File: src/rtl/req_sched.sv
// Round-robin scheduler: synchronizes N request lines, latches rising edges as
// sticky pending requests and issues them one at a time via start/done.
module req_sched #(
  parameter int N       = 4,
  parameter int IDX_W   = 2,
  parameter int TIMEOUT = 200
) (
  input  logic             clk,
  input  logic             rst_n,
  input  logic [N-1:0]     req_async,
  input  logic             done,
  input  logic             clr_flags,
  output logic             start,
  output logic [IDX_W-1:0] sel,
  output logic             busy,
  output logic [N-1:0]     pending,
  output logic [N-1:0]     overrun,
  output logic             timeout
);

  typedef enum logic [1:0] {IDLE, ISSUE, WAIT} state_t;

  localparam logic [7:0] LAST_CNT = 8'(TIMEOUT - 1);

  state_t           state, state_nxt;
  logic [N-1:0]     s1, s2, prev, rise;
  logic [N-1:0]     grant_mask;
  logic [IDX_W-1:0] last, winner;
  logic [7:0]       cnt;
  logic             grant, to_set;

  // First set bit at or after from+1, wrapping modulo N.
  function automatic logic [IDX_W-1:0] rr_pick(input logic [N-1:0] req,
                                                input logic [IDX_W-1:0] from);
    logic [2*N-1:0] dbl;
    logic [N-1:0]   rot;
    int             off;
    int             idx;
    dbl = {req, req} >> (int'(from) + 1);
    rot = dbl[N-1:0];
    off = 0;
    for (int k = N - 1; k >= 0; k--) begin
      if (rot[k]) off = k;
    end
    idx = (int'(from) + 1 + off) % N;
    return IDX_W'(idx);
  endfunction

  // Two-flop synchronizer plus one history flop for edge detection
  always_ff @(posedge clk or negedge rst_n) begin
    if (!rst_n) begin
      s1   <= '0;
      s2   <= '0;
      prev <= '0;
    end else begin
      s1   <= req_async;
      s2   <= s1;
      prev <= s2;
    end
  end

  assign rise   = s2 & ~prev;
  assign winner = rr_pick(pending, last);
  assign grant  = (state == IDLE) && (|pending);

  always_comb begin
    grant_mask = '0;
    for (int i = 0; i < N; i++) begin
      grant_mask[i] = grant && (winner == IDX_W'(i));
    end
  end

  always_comb begin
    state_nxt = state;
    to_set    = 1'b0;
    unique case (state)
      IDLE:  if (|pending) state_nxt = ISSUE;
      ISSUE: state_nxt = WAIT;
      WAIT: begin
        if (done) begin
          state_nxt = IDLE;
        end else if (cnt == LAST_CNT) begin
          to_set    = 1'b1;
          state_nxt = IDLE;
        end
      end
      default: state_nxt = IDLE;
    endcase
  end

  assign start = (state == ISSUE);
  assign busy  = (state != IDLE);

  // Grant bookkeeping, sticky flags and the wait watchdog
  always_ff @(posedge clk or negedge rst_n) begin
    if (!rst_n) begin
      state   <= IDLE;
      sel     <= '0;
      last    <= IDX_W'(N - 1);
      pending <= '0;
      overrun <= '0;
      timeout <= 1'b0;
      cnt     <= '0;
    end else begin
      state <= state_nxt;
      if (grant) begin
        sel  <= winner;
        last <= winner;
      end
      // New edges win over both the grant clear and clr_flags.
      pending <= (pending & ~grant_mask) | rise;
      overrun <= (clr_flags ? '0 : overrun) | (rise & pending & ~grant_mask);
      timeout <= (timeout & ~clr_flags) | to_set;
      if (state == ISSUE) begin
        cnt <= '0;
      end else if (state == WAIT && !done && cnt != LAST_CNT) begin
        cnt <= cnt + 8'd1;
      end
    end
  end

endmodule

File: config.mk
export PLATFORM = sky130hd
export DESIGN_NAME = req_sched
export DESIGN_NICKNAME = d
export VERILOG_FILES = /design/src/rtl/req_sched.sv
export SDC_FILE = /design/constraint.sdc
export NUM_CORES = 1
export LEC_CHECK = 0
export BUFFER_PORTS_ARGS = -buffer_cell sky130_fd_sc_hd__buf_2
export CORE_MARGIN = 4
export CORE_UTILIZATION = 59
export CTS_BUF_LIST = sky130_fd_sc_hd__clkbuf_4 sky130_fd_sc_hd__clkbuf_8
export DETAILED_ROUTE_END_ITERATION = 6
export PLACE_DENSITY = 0.84
export SLEW_MARGIN = 15
export SYNTH_ARGS = -nofsm -noshare
export SYNTH_HDL_FRONTEND = slang
export SYNTH_SLANG_ARGS = --single-unit
File: constraint.sdc
create_clock -name clk -period 2.5 [get_ports clk]
set_input_delay 0.375 -clock clk [delete_from_list [all_inputs] [get_ports clk]]
set_output_delay 0.375 -clock clk [all_outputs]
set_load 0.05 [all_outputs]
==> impl_metrics.toml <==
[synthesis]
synth.avg_cell_area_um2 = 10.5
postSynth.asyncResetShare = 1.00
synth-seq-area-share = 0.558
post_synth_most_frequent_cells = "sky130_fd_sc_hd__dfrtp_1 (33), sky130_fd_sc_hd__nor2_1 (17), sky130_fd_sc_hd__nand2_1 (11)"
ys_seq_elements = 35
yosys.cell_types.count = 36
postSynthNetCount = 160
yosys_most_used_dff = "sky130_fd_sc_hd__dfrtp_1"
yosysTopAreaCell = "sky130_fd_sc_hd__dfrtp_1"
number_of_synthesized_flops_with_an_enable_pin = 0
yosysWarnings = 0
post_synth_main_area_contributors = "sky130_fd_sc_hd__dfrtp_1 (53%), sky130_fd_sc_hd__nor2_1 (4.1%), sky130_fd_sc_hd__dfstp_2 (3.3%)"
synth.most_common_cell = "sky130_fd_sc_hd__dfrtp_1"
yosysTopAreaCellShare = 0.525
synthCells = 150
netlist_area_um2 = 1570

[cells_and_area]
final_layout_size_suffix_gt1_frac = 0.264
antenna-diode-count = 0
finish.cell_count_without_fillers = 208
areaGrowthSynthToFinish_pct = 14.9
post-route-cell-area_um2 = 1810
nNetsFinal = 187

[sta]
timing.slew.headroom = 0.513
min_period_ns = 2.36
final.setup.tns_ns = 0
finalSetupViolations = 0
finClkSkew_ns = 0.0143
maxSlewViolCount = 0
timing.fmax_mhz = 424
rsz0062_at_grt = "yes"
final_hold_viol_count = 0
least_margin_pin_slew_ns = 0.726
post-route-period-util = 0.942

[global_routing]
antenna_violations_before_repair = 0
grt.met2_usage = 0.351
top_usage_layer = "met2"
met1_usage = 0.259
global_route.overflow_total = 0
grt_pass1_vias = 1181
grt_usage = 0.210
global_route_wire_length_before_repair_um = 5460
grt_start_max_net_pins = 36
groute.layer.met3.usage = 0.0588

[placed_design]
place_hpwl_um = 2240
finalWeightedCongestion = 0.871
placed_cells = 197
dpl-instance-area_um2 = 1700
io_buffer_count = 20

[setup_path]
timing_worst_setup_path_type = "reg2reg"
critical_path.startpoint_type = "flip-flop"
worst_ep_required_time_ns = 2.71
critPathCaptureType = "flip-flop"
r2r_slack_ns = 0.14
depth_of_the_most_critical_reg_to_reg_path = 11
critPathMaxFanout = 6
worst_r2r_startpoint = "last[1]"
arrival_ns = 2.57
timing.rr.end = "sel[1]"

[die]
core_um2 = 2500
rows = 18
fp.dieH_um = 59.6
num_io_pins = 21
initial_utilization = 0.629
chipWidth_um = 59.6
design.die.area_um2 = 3560

[run_status]
outcome = "complete, no violations"

[clock_network]
clock_insertion_delay_worst_skew_ns = 0.32
cts-htree-levels = 2
cts.hold.buffers_added = 0
cts_buffers = 5
clock_sinks = 35
cts_tree = "done"
cts_root_buf = "sky130_fd_sc_hd__clkbuf_4"
clockBufferDepth = 2
clk_transition_reported_paths_ns = 0.09

[pwr]
power.leakage_uw = 0.000823
vdd_ir_drop_max_mv = 1.55
total_power_uw = 2650
share_clk_of_total_power = 0.116
internal_power_uw = 1410
p_per_area_nw_per_um2 = 1470
sequential_group_share_of_total_power = 0.328
swShare = 0.468
p_switching_uw = 1240
comb_power_share = 0.556

[worst_hold_path]
min_path_type = "in2async"

[detailed_routing]
wl_um = 3120
antenna_violating_nets_post_route = 0
viasPerCell = 5.93
drc_errors = 0
dr.pass1.iters = 4
avgRoutedWirePerCell_um = 15.0
drt_first_iter_violations = 65
vias = 1233

[flow_run]
max_cap_viol_count = 0
==> flip-flops by register name, summed over array words and instances (netlist names), 2 cells and up <==
| signal | count |
|---|---|
| prev | 4 |
| overrun | 4 |
| last | 2 |
| s2 | 4 |
| sel | 2 |
| cnt | 8 |
| state | 2 |
| pending | 4 |
| s1 | 4 |
==> per-stage QoR <==
stage          setup slack [ns]   util  hold WS, ns
6_report                  0.144  0.723        0.101
5_1_grt                 -0.0281  0.723        0.129
2_1_floorplan            0.0184      -       0.0794
3_5_place_dp            -0.0118  0.681        0.336
3_3_place_gp              0.223  0.681        0.333
4_1_cts                  0.0449  0.708        0.113
==> final cells by class <==
cell class,instances,area [µm²]
Sequential cell,35,881
Fill cell,179,693
Multi-Input combinational cell,102,661
Timing Repair Buffer,25,138
Clock buffer,8,60.1
Tap cell,30,37.5
Inverter,8,30.0
==> repair_timing <==
item                       4_1_cts  5_1_grt
setup endpoints to repair        1       10
gates resized for setup          1        2
pin swaps                        0        0
setup buffers                    0        3
==> how the worst max path moves through the flow <==
stage | from | end | slack, ns | cells after the start
6_report | last[1] | sel[1] | 0.14 | 11
3_3_place_gp | last[1] | overrun[0] | 0.22 | 10
5_1_grt | last[1] | sel[1] | -0.03 | 11
4_1_cts | last[1] | sel[1] | 0.04 | 11
3_5_place_dp | last[1] | overrun[0] | -0.01 | 10
2_1_floorplan | pending[2] | overrun[0] | 0.02 | 11
==> power groups by stage <==
stage / sequential, µW / combinational, µW / clock (µW)
2_1_floorplan: 1070 / 768 / 0
3_3_place_gp: 866 / 1250 / 0
3_5_place_dp: 879 / 1310 / 0
4_1_cts: 870 / 1340 / 317
5_1_grt: 887 / 1590 / 352
6_report: 869 / 1470 / 307
==> cells by family (layout without fill, tap and decap cells) <==
kind of cell | Yosys count | after routing | synth area share
AOI/OAI and AO/OA | 28 | 28 | 0.127
xor gates and xnor gates | 8 | 8 | 0.0446
adders and majority gates | 2 | 2 | 0.0159
buffers and inverters | 13 | 41 | 0.0358
DFF | 35 | 35 | 0.558
muxes | 3 | 3 | 0.0199
and+or+nand+nor | 61 | 61 | 0.198
==> metal layers <==
layer  part of all wire  vias up
li1                   -      578
met1               0.40      597
met2               0.52       49
met5                  0        -
met4              0.021        0
met3              0.064        9
==> layout by cell type (no fill, tap or decap), types with 3 or more instances in the layout <==
master,n
sky130_fd_sc_hd__a21oi_1,8
sky130_fd_sc_hd__buf_2,20
sky130_fd_sc_hd__buf_4,5
sky130_fd_sc_hd__clkbuf_4,8
sky130_fd_sc_hd__dfrtp_1,31
sky130_fd_sc_hd__inv_1,7
sky130_fd_sc_hd__nand2_1,11
sky130_fd_sc_hd__nand3_1,7
sky130_fd_sc_hd__nor2_1,17
sky130_fd_sc_hd__nor2b_1,6
sky130_fd_sc_hd__nor3b_1,4
sky130_fd_sc_hd__o21ai_0,7
sky130_fd_sc_hd__o21ai_1,3
sky130_fd_sc_hd__or3_1,5
sky130_fd_sc_hd__xnor2_1,4
==> critical path: stages (launching register included) <==
cell and delay (ns):
sky130_fd_sc_hd__dfstp_2 0.60, sky130_fd_sc_hd__nand2_1 0.09, sky130_fd_sc_hd__a21oi_1 0.15, sky130_fd_sc_hd__nor2_1 0.06, sky130_fd_sc_hd__a21oi_1 0.15, sky130_fd_sc_hd__a21oi_1 0.09, sky130_fd_sc_hd__ha_1 0.22, sky130_fd_sc_hd__xnor2_2 0.15
sky130_fd_sc_hd__xnor2_2 0.21, sky130_fd_sc_hd__xnor2_1 0.09, sky130_fd_sc_hd__buf_4 0.16, sky130_fd_sc_hd__mux2_2 0.26
Power figures use the tool's default switching activity.
